===== src/rtl/game_ctrl.sv =====
// Round sequencer for the Tom & Jerry game: idle, countdown, play and end screens,
// with soft reset / movement enable for the playfield and saturating win counters.
module game_ctrl #(
    parameter int TICK_DIV        = 65_000_000,
    parameter int COUNTDOWN_TICKS = 3,
    parameter int HOLD_TICKS      = 2
) (
    input  logic       clk,
    input  logic       rst,
    input  logic       start_btn,
    input  logic [1:0] gameover,
    output logic       game_rst,
    output logic       move_en,
    output logic [2:0] state,
    output logic [1:0] countdown,
    output logic [1:0] winner,
    output logic [3:0] tom_wins,
    output logic [3:0] jerry_wins
);

    localparam int PW = (TICK_DIV > 2) ? $clog2(TICK_DIV) : 1;
    localparam int HW = $clog2(HOLD_TICKS + 1);
    localparam logic [PW-1:0] PRESC_MAX = PW'(TICK_DIV - 1);
    localparam logic [HW-1:0] HOLD_MAX  = HW'(HOLD_TICKS);
    localparam logic [1:0]    CD_INIT   = 2'(COUNTDOWN_TICKS);

    typedef enum logic [2:0] {
        S_IDLE      = 3'd0,
        S_COUNTDOWN = 3'd1,
        S_PLAY      = 3'd2,
        S_TOM_WIN   = 3'd3,
        S_JERRY_WIN = 3'd4
    } state_t;

    state_t        r_state;
    logic [PW-1:0] r_presc;
    logic [HW-1:0] r_hold;
    logic          r_btn_prev;
    logic          r_press;
    logic          r_game_rst;
    logic          r_move_en;
    logic [1:0]    r_countdown;
    logic [1:0]    r_winner;
    logic [3:0]    r_tom_wins;
    logic [3:0]    r_jerry_wins;
    logic          w_tick;

    assign w_tick = (r_presc == PRESC_MAX);

    // Every transition also zeroes the prescaler so each state starts a full tick period.
    always_ff @(posedge clk or posedge rst) begin
        if (rst) begin
            r_state      <= S_IDLE;
            r_presc      <= '0;
            r_hold       <= '0;
            r_btn_prev   <= 1'b1;
            r_press      <= 1'b0;
            r_game_rst   <= 1'b1;
            r_move_en    <= 1'b0;
            r_countdown  <= 2'd0;
            r_winner     <= 2'b00;
            r_tom_wins   <= 4'd0;
            r_jerry_wins <= 4'd0;
        end else begin
            r_btn_prev <= start_btn;
            r_press    <= start_btn & ~r_btn_prev;
            r_presc    <= w_tick ? '0 : r_presc + PW'(1);
            case (r_state)
                S_IDLE: begin
                    if (r_press) begin
                        r_state     <= S_COUNTDOWN;
                        r_countdown <= CD_INIT;
                        r_presc     <= '0;
                    end
                end
                S_COUNTDOWN: begin
                    if (w_tick) begin
                        if (r_countdown == 2'd1) begin
                            r_state     <= S_PLAY;
                            r_countdown <= 2'd0;
                            r_game_rst  <= 1'b0;
                            r_move_en   <= 1'b1;
                            r_presc     <= '0;
                        end else begin
                            r_countdown <= r_countdown - 2'd1;
                        end
                    end
                end
                S_PLAY: begin
                    // gameover 11 counts as a catch, so bit 1 alone decides Tom.
                    if (gameover[1]) begin
                        r_state   <= S_TOM_WIN;
                        r_winner  <= 2'b10;
                        r_move_en <= 1'b0;
                        r_hold    <= '0;
                        r_presc   <= '0;
                        if (r_tom_wins != 4'd15) r_tom_wins <= r_tom_wins + 4'd1;
                    end else if (gameover[0]) begin
                        r_state   <= S_JERRY_WIN;
                        r_winner  <= 2'b01;
                        r_move_en <= 1'b0;
                        r_hold    <= '0;
                        r_presc   <= '0;
                        if (r_jerry_wins != 4'd15) r_jerry_wins <= r_jerry_wins + 4'd1;
                    end
                end
                S_TOM_WIN, S_JERRY_WIN: begin
                    if (w_tick && (r_hold != HOLD_MAX)) r_hold <= r_hold + HW'(1);
                    if (r_press && (r_hold == HOLD_MAX)) begin
                        r_state     <= S_COUNTDOWN;
                        r_countdown <= CD_INIT;
                        r_game_rst  <= 1'b1;
                        r_move_en   <= 1'b0;
                        r_presc     <= '0;
                    end
                end
                default: begin
                    r_state     <= S_IDLE;
                    r_game_rst  <= 1'b1;
                    r_move_en   <= 1'b0;
                    r_countdown <= 2'd0;
                    r_presc     <= '0;
                end
            endcase
        end
    end

    assign state      = r_state;
    assign game_rst   = r_game_rst;
    assign move_en    = r_move_en;
    assign countdown  = r_countdown;
    assign winner     = r_winner;
    assign tom_wins   = r_tom_wins;
    assign jerry_wins = r_jerry_wins;

endmodule


===== config.mk =====
export PLATFORM = sky130hd
export DESIGN_NAME = game_ctrl
export DESIGN_NICKNAME = d
export VERILOG_FILES = /design/src/rtl/game_ctrl.sv
export SDC_FILE = /design/constraint.sdc
export NUM_CORES = 1
export LEC_CHECK = 0
export CORE_MARGIN = 2
export CORE_UTILIZATION = 45
export CTS_CLUSTER_SIZE = 10
export DETAILED_ROUTE_END_ITERATION = 7
export PLACE_DENSITY = 0.65
export SKIP_LAST_GASP = 1
export SYNTH_ARGS = -nofsm -noshare
export SYNTH_HDL_FRONTEND = slang
export SYNTH_SLANG_ARGS = --single-unit

===== constraint.sdc =====
create_clock -name clk -period 3.7 [get_ports clk]
set_input_delay 0.555 -clock clk [delete_from_list [all_inputs] [get_ports clk]]
set_output_delay 0.555 -clock clk [all_outputs]
set_load 0.05 [all_outputs]

==> results of run 1 <==
## metal layers
metal / global-route usage (%) / vias to the layer above / share of wire [%]
li1: - / 874 / -
met1: 23.3 / 842 / 50
met2: 25.6 / 24 / 46
met3: 3.20 / 6 / 2.3
met4: 6.55 / 0 / 1.8
met5: 0 / - / 0
## cell type report
| class | count | area (µm²) | share of cell area, % |
|---|---|---|---|
| tap | 70 | 87.6 | 3.21 |
| sequential | 47 | 1180 | 43.2 |
| clock inverter | 2 | 16.3 | 0.597 |
| multi-input combinational | 181 | 1120 | 41.3 |
| clock buffer | 6 | 82.6 | 3.03 |
| inverter | 7 | 26.3 | 0.964 |
| timing repair buffer | 21 | 210 | 7.71 |
## state kept, by name (all words and copies together), names as in the netlist
signal,count
state,3
game_rst,1
move_en,1
tom_wins,4
r_presc,26
countdown,2
r_press,1
winner,2
r_hold,2
jerry_wins,4
r_btn_prev,1
## cell usage in the layout (no fill, tap or decap), types with 7 or more instances in the layout
| master | Yosys | final |
|---|---|---|
| and3_1 | 7 | 7 |
| clkdlybuf4s50_1 | 0 | 21 |
| dfrtp_1 | 45 | 45 |
| nand2_1 | 19 | 19 |
| nand3_1 | 13 | 13 |
| nand4_1 | 12 | 12 |
| nor2_1 | 41 | 41 |
| o21ai_0 | 11 | 11 |
| xnor2_1 | 9 | 9 |
| xor2_1 | 21 | 21 |
## where the power goes
| part | internal [W] | leakage [nW] | total, W | switching, W |
|---|---|---|---|---|
| Sequential | 0.000559 | 0.631 | 0.000611 | 0.0000516 |
| Combinational | 0.0000929 | 0.574 | 0.000231 | 0.000138 |
| Clock | 0.000153 | 0.0474 | 0.000324 | 0.000171 |
## worst max-delay path by stage
stage	start	end	slack, ns
final	state[0]	state[0]	1.30
after global placement	state[1]	jerry_wins[1]	1.32
after floorplan	state[1]	jerry_wins[1]	1.50
after global routing	state[1]	jerry_wins[1]	1.08
after detailed placement	state[1]	jerry_wins[1]	1.32
after CTS	state[1]	jerry_wins[1]	1.30
## stage by stage
stage | cells | cell area [µm²] | worst slack [ns]
final | 334 | 2730 | 1.30
after global routing | 334 | 2730 | 1.08
after CTS | 334 | 2730 | 1.30
after detailed placement | 326 | 2630 | 1.32
after global placement | 326 | 2630 | 1.32
after floorplan | 242 | 2360 | 1.50
## kinds of logic (layout without fill, tap and decap cells)
kind of cell	Yosys count	after routing	synth area share (%)
compound gates	30	30	8.43
xor+xnor	30	30	11.1
mux	4	4	1.80
fa+ha+maj	5	5	2.65
buf+inv	14	36	2.33
simple gates	112	112	23.7
flops	47	47	50.0
==> results.sh, run 1 <==
export IMPL_run_status="finished clean"
export IMPL_critical_path_max_stage_delay_ns=0.90
export IMPL_grt_pass1_vias=1750
export IMPL_core_rowCount=26
export IMPL_worst_setup_hold_path_clk_slew_ns=0.09
export IMPL_area_delta_synth_final_pct=15.6
export IMPL_worst_r2r_endpoint="jerry_wins[1]"
export IMPL_ant_nets=0
export IMPL_finClkSkew_ns=0.00714
export IMPL_syn_nets=252
export IMPL_post_route_min_period_ns=2.40
export IMPL_overflow=0
export IMPL_number_of_buffer_and_inverter_stages_on_the_critical_path=1
export IMPL_slew_headroom_pct=36.0
export IMPL_min_to="r_hold[0]"
export IMPL_worst_skew_pair_late_latency_ns=0.30
export IMPL_postSynth_topFlopCell="dfrtp_1"
export IMPL_numCtsBuffers=5
export IMPL_post_synth_top_area_fraction_pct=47.7
export IMPL_critical_path_top_delay_family="buffers and inverters"
export IMPL_worst_hold_startpoint="r_hold[0]"
export IMPL_finalWirelength_um=4360
export IMPL_synth_enable_flop_cells=0
export IMPL_rrSetupSlack_ns=1.30
export IMPL_synth_top_area_cell="dfrtp_1"
export IMPL_vias_per_cell=5.23
export IMPL_final_hold_worst_slack_ns=0.489
export IMPL_leakage_power_total_nw=1.25
export IMPL_synth_async_reset_ratio_pct=100
export IMPL_clock_tree_htree_level_count=2
export IMPL_power_per_cell_area_nw_per_um2=427
export IMPL_cts_setup_buffers=0
export IMPL_critical_path_class="flop to output port"
export IMPL_crit_chain="clkdlybuf4s50_1"
export IMPL_synth_yosys_seq_area_share_pct=50.0
export IMPL_ys_seq_elements=47
export IMPL_timing_final_hold_violations=0
export IMPL_required_time_of_the_worst_setup_path_ns=3.14
export IMPL_design_portCount=22
export IMPL_min_period_over_period_pct=65.0
export IMPL_wire_length_of_the_first_global_routing_pass_um=7850
export IMPL_portBuffers=21
export IMPL_layout_drive_gt1_share_pct=6.82
export IMPL_max_clock_freq_ghz=0.416
export IMPL_resized_cells_post_cts=0
export IMPL_gpl_final_weighted_congestion=0.764
export IMPL_critPathCaptureType="output port"
export IMPL_yosys_top_cells_count="dfrtp_1, nor2_1, xor2_1"
export IMPL_syn_area_um2=2360
export IMPL_detailedRoute_firstPassIterationCount=4
export IMPL_startpoint_type="flop"
export IMPL_final_core_util_pct=53.7
export IMPL_setup_total_negative_slack_ns=0
export IMPL_core_region_area_um2=5070
export IMPL_dp_hpwl_um=2990
export IMPL_synthesis_yosys_warnings=0
export IMPL_dr_total_vias=1746
export IMPL_remaining_drc_errors=0
export IMPL_clkSinkCount=47
export IMPL_antennaDiodeCount=0
export IMPL_clk_path_buf_depth=2
export IMPL_max_cap_violations=0
export IMPL_track_usage_pct=16.6
export IMPL_holdBufCountCts=0
export IMPL_slew_violations=0
export IMPL_arrival_ns=1.85
export IMPL_total_power_w=0.00117
export IMPL_initial_cell_density_of_the_core_pct=46.5
export IMPL_die_width_um=76.4
export IMPL_fill_cells=503
export IMPL_floorplan_die_area_um2=5840
export IMPL_drt_wirelength_per_cell_um=13.1
export IMPL_grt_start_max_net_pins=48
export IMPL_post_synth_cell_area_avg_um2=9.75
export IMPL_yosys_cell_types_count=37
export IMPL_root_buffer="clkbuf_8"
export IMPL_timing_rr_start="state[1]"
export IMPL_cp_max_fo=17
export IMPL_worstSetupPathDepth=1
export IMPL_timing_critical_path_slowest_stage_cell="clkdlybuf4s50_1"
export IMPL_maximum_vdd_drop_mv=0.298
export IMPL_grt_setup_unrepaired="no"
export IMPL_die_outline_height_um=76.4
export IMPL_reg2reg_depth=4
export IMPL_antenna_found_initial=0
export IMPL_hold_path_class="flop to flop"
export IMPL_netlist_top_cells_area="dfrtp_1, xor2_1, nor2_1"
export IMPL_cts_tree="yes"
export IMPL_synthMostInstantiatedCell="dfrtp_1"
export IMPL_gate_count_of_the_mapped_netlist=242
export IMPL_design_final_nets=273
export IMPL_tightestPinTransition_ns=0.959
export IMPL_setup_violations_final=0
export IMPL_first_iter_violations=113
export IMPL_hold_path_cell_count=1
(Power assumes the default switching activity.)
==> run 2, diff against run 1 <==
==> constraint.sdc (replaced) <==
create_clock -name clk -period 2.4 [get_ports clk]
set_input_delay 0.36 -clock clk [delete_from_list [all_inputs] [get_ports clk]]
set_output_delay 0.36 -clock clk [all_outputs]
set_load 0.05 [all_outputs]
==> run 2 against run 1 <==
Against the previous run: sequential cell count is the same; first-iteration DRC count grew 42%; via count grew 2.4%; clock-buffer cell count shrank 1; global-route usage grew 1.0 points; critical endpoint is now countdown[0]; largest cell class unchanged; sequential share of layout area shrank 1.5 points; cell area grew 3.6%; utilization grew 1.9 points; cell count grew 2.4%.
==> results.sh, run 2 (synthesis gave the netlist of run 1 again) <==
export IMPL_required_time_of_the_worst_setup_path_ns=2.59
export IMPL_grt_start_max_net_pins=48
export IMPL_setup_total_negative_slack_ns=0
export IMPL_run_status="finished clean"
export IMPL_layout_cells_most_common_list="dfrtp_1, nor2_1, xor2_1, clkdlybuf4s50_1, nand2_1"
export IMPL_largest_register_ffs=26
export IMPL_arrival_ns=2.27
export IMPL_worst_setup_hold_path_clk_slew_ns=0.09
export IMPL_clk_path_buf_depth=2
export IMPL_first_iter_violations=161
export IMPL_most_common_cell_after_layout_fill_and_taps_aside="dfrtp_1"
export IMPL_critPathCaptureType="flop"
export IMPL_setup_violations_final=0
export IMPL_ant_nets=0
export IMPL_startpoint_type="flop"
export IMPL_grt_setup_unrepaired="no"
export IMPL_grt_pass1_vias=1747
export IMPL_antenna_found_initial=0
export IMPL_dp_hpwl_um=3100
export IMPL_critical_path_class="flop to flop"
export IMPL_globalRouteMet1Util_pct=26.1
export IMPL_overflow=0
export IMPL_cts_setup_buffers=0
export IMPL_clkSinkCount=47
export IMPL_worst_skew_pair_late_latency_ns=0.30
export IMPL_clock_tree_htree_level_count=2
export IMPL_numCtsBuffers=5
export IMPL_resized_cells_post_cts=0
export IMPL_die_outline_height_um=76.4
export IMPL_antennaDiodeCount=0
export IMPL_total_power_w=0.00200
export IMPL_tightestPinTransition_ns=0.690
export IMPL_max_flop_register="r_presc"
export IMPL_design_portCount=22
export IMPL_gpl_final_weighted_congestion=0.839
export IMPL_max_cap_violations=0
export IMPL_floorplan_die_area_um2=5840
export IMPL_slew_violations=0
export IMPL_finClkSkew_ns=0.00402
export IMPL_drt_wirelength_per_cell_um=13.4
export IMPL_dr_total_vias=1788
export IMPL_detailedRoute_firstPassIterationCount=5
export IMPL_initial_cell_density_of_the_core_pct=46.5
export IMPL_post_route_min_period_ns=2.08
export IMPL_leakage_power_total_nw=1.31
export IMPL_track_usage_pct=17.6
export IMPL_max_clock_freq_ghz=0.480
export IMPL_grtUsageMet2_pct=25.8
export IMPL_core_region_area_um2=5070
export IMPL_vias_per_cell=5.23
export IMPL_holdBufCountCts=0
export IMPL_met3_usage_pct=3.67
export IMPL_cp_max_fo=7
export IMPL_remaining_drc_errors=0
export IMPL_hold_path_class="flop to flop"
export IMPL_grt_most_used_layer="met1"
export IMPL_die_width_um=76.4
export IMPL_portBuffers=21
export IMPL_design_final_nets=281
export IMPL_maximum_vdd_drop_mv=0.351
export IMPL_min_period_over_period_pct=86.7
export IMPL_wire_length_of_the_first_global_routing_pass_um=8340
export IMPL_final_core_util_pct=55.6
export IMPL_cts_tree="yes"
export IMPL_root_buffer="clkbuf_8"
export IMPL_finalWirelength_um=4600
export IMPL_timing_final_hold_violations=0
export IMPL_slew_headroom_pct=53.7
export IMPL_core_rowCount=26
export IMPL_area_delta_synth_final_pct=19.7
export IMPL_power_per_cell_area_nw_per_um2=708
export IMPL_layout_drive_gt1_share_pct=9.56
## run 2: cell count changes in the layout (fill, tap and decap cells not counted), sizes merged
cell and delta:
buf +8, clkbuf -1, bufinv +2, clkinv -1
## run 2: area by class of cell
cell class / count / area (µm²)
fillers: 463 / 2250
repair buffers: 29 / 270
well taps: 70 / 87.6
flip-flops and latches: 47 / 1180
inverters: 7 / 26.3
clock inverters: 3 / 67.6
multi-input cells: 181 / 1120
clock buffers: 5 / 68.8
## run 2: where the power goes
group	internal [W]	switching, W	total [W]
registers	0.000862	0.0000725	0.000934
logic	0.000151	0.000226	0.000377
clock network	0.000415	0.000275	0.000690
## run 2: per-stage QoR
stage	instances	hold WS, ns	setup slack [ns]	cell area [µm²]
after floorplan	242	0.364	0.203	2360
after global placement	334	0.468	0.386	2690
final	342	0.487	0.318	2820
after CTS	342	0.485	0.326	2820
after global routing	342	0.479	0.166	2820
after detailed placement	334	0.477	0.342	2690
## run 2: layer usage
| layer | wire length [µm] | up-vias | part of all wire (%) |
|---|---|---|---|
| li1 | - | 893 | - |
| met1 | 2380 | 848 | 52 |
| met2 | 1990 | 42 | 43 |
| met3 | 169 | 5 | 3.7 |
| met4 | 49 | 0 | 1.1 |
| met5 | 0 | - | 0 |
## run 2: path summary, 6_finish.rpt
| path | start | endpoint | slack (ns) | depth (start not counted) |
|---|---|---|---|---|
| setup / recovery | r_presc[6] | countdown[0] | 0.32 | 5 |
| hold / removal | r_hold[0] | r_hold[0] | 0.49 | 1 |
| max in group asynchronous | rst | winner[0] | 1.50 | 3 |
| hold reg to reg | r_hold[0] | r_hold[0] | 0.49 | 1 |
| min in group asynchronous | rst | r_presc[19] | 0.52 | 3 |
| setup reg to reg | r_presc[6] | countdown[0] | 0.32 | 5 |
## run 2: worst max-delay path, cell delays in order (launching register included)
cell and delay [ns]:
dfrtp_1 0.45, or4b_1 0.55, nor3b_2 0.19, nand4_2 0.22, a211o_1 0.36, a32o_1 0.21
==> run 3, diff against run 2 <==
--- a/config.mk
+++ b/config.mk
@@ -5,11 +5,13 @@
 export SDC_FILE = /design/constraint.sdc
 export NUM_CORES = 1
 export LEC_CHECK = 0
+export CELL_PAD_IN_SITES_DETAIL_PLACEMENT = 1
+export CELL_PAD_IN_SITES_GLOBAL_PLACEMENT = 2
 export CORE_MARGIN = 2
-export CORE_UTILIZATION = 45
+export CORE_UTILIZATION = 36
 export CTS_CLUSTER_SIZE = 10
 export DETAILED_ROUTE_END_ITERATION = 7
-export PLACE_DENSITY = 0.65
+export PLACE_DENSITY = 0.88
 export SKIP_LAST_GASP = 1
 export SYNTH_ARGS = -nofsm -noshare
 export SYNTH_HDL_FRONTEND = slang
==> constraint.sdc (replaced) <==
create_clock -name clk -period 2.4 [get_ports clk]
set_input_delay 0.36 -clock clk [delete_from_list [all_inputs] [get_ports clk]]
set_output_delay 0.36 -clock clk [all_outputs]
set_load 0.1 [all_outputs]
==> run 3 against run 2 <==
Against the previous run: clock-buffer cell count unchanged; sequential power up 1%; sequential share of layout area up 0.46 points; non-clock buffer count unchanged; first-iteration DRC count down 71%; critical path type unchanged; largest cell class unchanged.
==> results.sh, run 3 (synthesis gave the netlist of run 1 again) <==
export IMPL_setup_violations_final=0
export IMPL_timing_final_hold_violations=0
export IMPL_required_time_of_the_worst_setup_path_ns=2.60
export IMPL_max_flop_register="r_presc"
export IMPL_finalWorstSetupSlack_ns=0.272
export IMPL_tightestPinTransition_ns=0.653
export IMPL_vias_per_cell=5.30
export IMPL_worst_skew_pair_late_latency_ns=0.31
export IMPL_cts_tree="yes"
export IMPL_grt_start_max_net_pins=27
export IMPL_finalWirelength_um=5350
export IMPL_numCtsBuffers=5
export IMPL_critical_path_max_stage_delay_ns=0.56
export IMPL_place_worst_setup_slack_ns=0.299
export IMPL_total_power_w=0.00209
export IMPL_max_clock_freq_ghz=0.470
export IMPL_crit_chain="or4b_1, nor3b_2, nand4_2, a211o_1, a32o_1"
export IMPL_root_buffer="clkbuf_8"
export IMPL_timing_rr_start="r_presc[6]"
export IMPL_critPathCaptureType="flop"
export IMPL_clk_path_buf_depth=2
export IMPL_worst_setup_hold_path_clk_slew_ns=0.09
export IMPL_antenna_found_initial=0
export IMPL_gpl_final_weighted_congestion=0.774
export IMPL_worst_setup_path_startpoint="r_presc[6]"
export IMPL_post_route_min_period_ns=2.13
export IMPL_core_rowCount=29
export IMPL_wire_length_of_the_first_global_routing_pass_um=9570
export IMPL_dp_hpwl_um=3840
export IMPL_min_period_over_period_pct=88.7
export IMPL_drt_wirelength_per_cell_um=15.3
export IMPL_dr_total_vias=1851
export IMPL_design_portCount=22
export IMPL_ant_nets=0
export IMPL_die_outline_height_um=84.9
export IMPL_timing_critical_path_to="countdown[1]"
export IMPL_area_delta_synth_final_pct=18.6
export IMPL_max_cap_violations=0
export IMPL_worst_r2r_endpoint="countdown[1]"
export IMPL_track_usage_pct=16.4
export IMPL_detailedRoute_firstPassIterationCount=4
export IMPL_first_iter_violations=46
export IMPL_largest_register_ffs=26
export IMPL_arrival_ns=2.33
export IMPL_worstSetupPathDepth=5
export IMPL_setup_total_negative_slack_ns=0
export IMPL_timing_critical_path_slowest_stage_cell="or4b_1"
export IMPL_antennaDiodeCount=0
export IMPL_core_region_area_um2=6350
export IMPL_initial_cell_density_of_the_core_pct=37.1
export IMPL_critical_path_class="flop to flop"
export IMPL_reg2reg_depth=5
export IMPL_critical_path_top_delay_family="simple AND/OR/NAND/NOR gates"
export IMPL_maximum_vdd_drop_mv=0.512
export IMPL_holdBufCountCts=0
export IMPL_grt_pass1_vias=1975
export IMPL_most_common_cell_after_layout_fill_and_taps_aside="dfrtp_1"
export IMPL_portBuffers=21
export IMPL_fill_cells=730
export IMPL_cp_max_fo=7
export IMPL_overflow=0
export IMPL_layout_cells_most_common_list="dfrtp_1, nor2_1, buf_4, xor2_1, nand2_1"
export IMPL_clkSinkCount=47
export IMPL_resized_cells_post_cts=0
export IMPL_grt_setup_unrepaired="no"
export IMPL_clock_tree_htree_level_count=2
export IMPL_die_width_um=84.9
export IMPL_startpoint_type="flop"
export IMPL_power_per_cell_area_nw_per_um2=748
export IMPL_layout_drive_gt1_share_pct=16.5
export IMPL_finClkSkew_ns=0.0112
export IMPL_leakage_power_total_nw=1.34
export IMPL_slew_violations=0
export IMPL_slew_headroom_pct=56.1
export IMPL_floorplan_die_area_um2=7210
export IMPL_remaining_drc_errors=0
export IMPL_rrSetupSlack_ns=0.27
export IMPL_placedInstanceArea_um2=2660
export IMPL_run_status="finished clean"
export IMPL_number_of_buffer_and_inverter_stages_on_the_critical_path=0
export IMPL_design_final_nets=281
export IMPL_hold_path_class="input pin to async pin"
export IMPL_final_area_um2=2800
export IMPL_cts_setup_buffers=0
==> run 3: changes by cell type in the layout (fill, tap and decap cells not counted), sizes merged <==
cell and delta:
buf +17, clkdlybuf4s50 -17
==> run 3: worst min path at each step <==
stage,endpoint,slack [ns],cells past startpoint
2_1_floorplan,r_btn_prev,0.36,0
3_3_place_gp,r_hold[0],0.46,1
3_5_place_dp,winner[1],0.47,2
4_1_cts,jerry_wins[3],0.43,2
5_1_grt,jerry_wins[3],0.48,2
6_report,winner[0],0.41,2
==> run 3: power by group <==
part | internal (W) | switching [W]
sequential | 0.000862 | 0.0000825
combinational | 0.000145 | 0.000303
clock | 0.000415 | 0.000284
==> run 3: layer usage <==
metal / track usage, % / up-vias / part of all wire, %
met4: 5.19 / 0 / 1.4
li1: - / 891 / -
met2: 28.1 / 24 / 49
met5: 0 / - / 0
met3: 2.92 / 7 / 2.5
met1: 21.2 / 929 / 47
==> run 3: worst reg2reg max path: cells and delay by family, from the launching register on <==
kind / cells / cell delay [ns]
and+or+nand+nor: 3 / 0.99
DFF: 1 / 0.45
AOI/OAI and AO/OA: 2 / 0.60
==> run 3: area by class of cell <==
| type | count | area [µm²] | area share, % |
|---|---|---|---|
| sequential | 47 | 1180 | 42.2 |
| tap | 77 | 96.3 | 3.45 |
| timing repair buffer | 29 | 228 | 8.14 |
| clock inverter | 3 | 67.6 | 2.42 |
| multi-input combinational | 181 | 1130 | 40.4 |
| clock buffer | 5 | 68.8 | 2.46 |
| inverter | 7 | 26.3 | 0.940 |
==> run 3: through the flow <==
step / instances / utilization, % / hold slack [ns]
2_1_floorplan: 242 / - / 0.364
3_3_place_gp: 341 / 41.9 / 0.465
3_5_place_dp: 341 / 41.9 / 0.472
4_1_cts: 349 / 44.0 / 0.426
5_1_grt: 349 / 44.0 / 0.480
6_report: 349 / 44.0 / 0.415
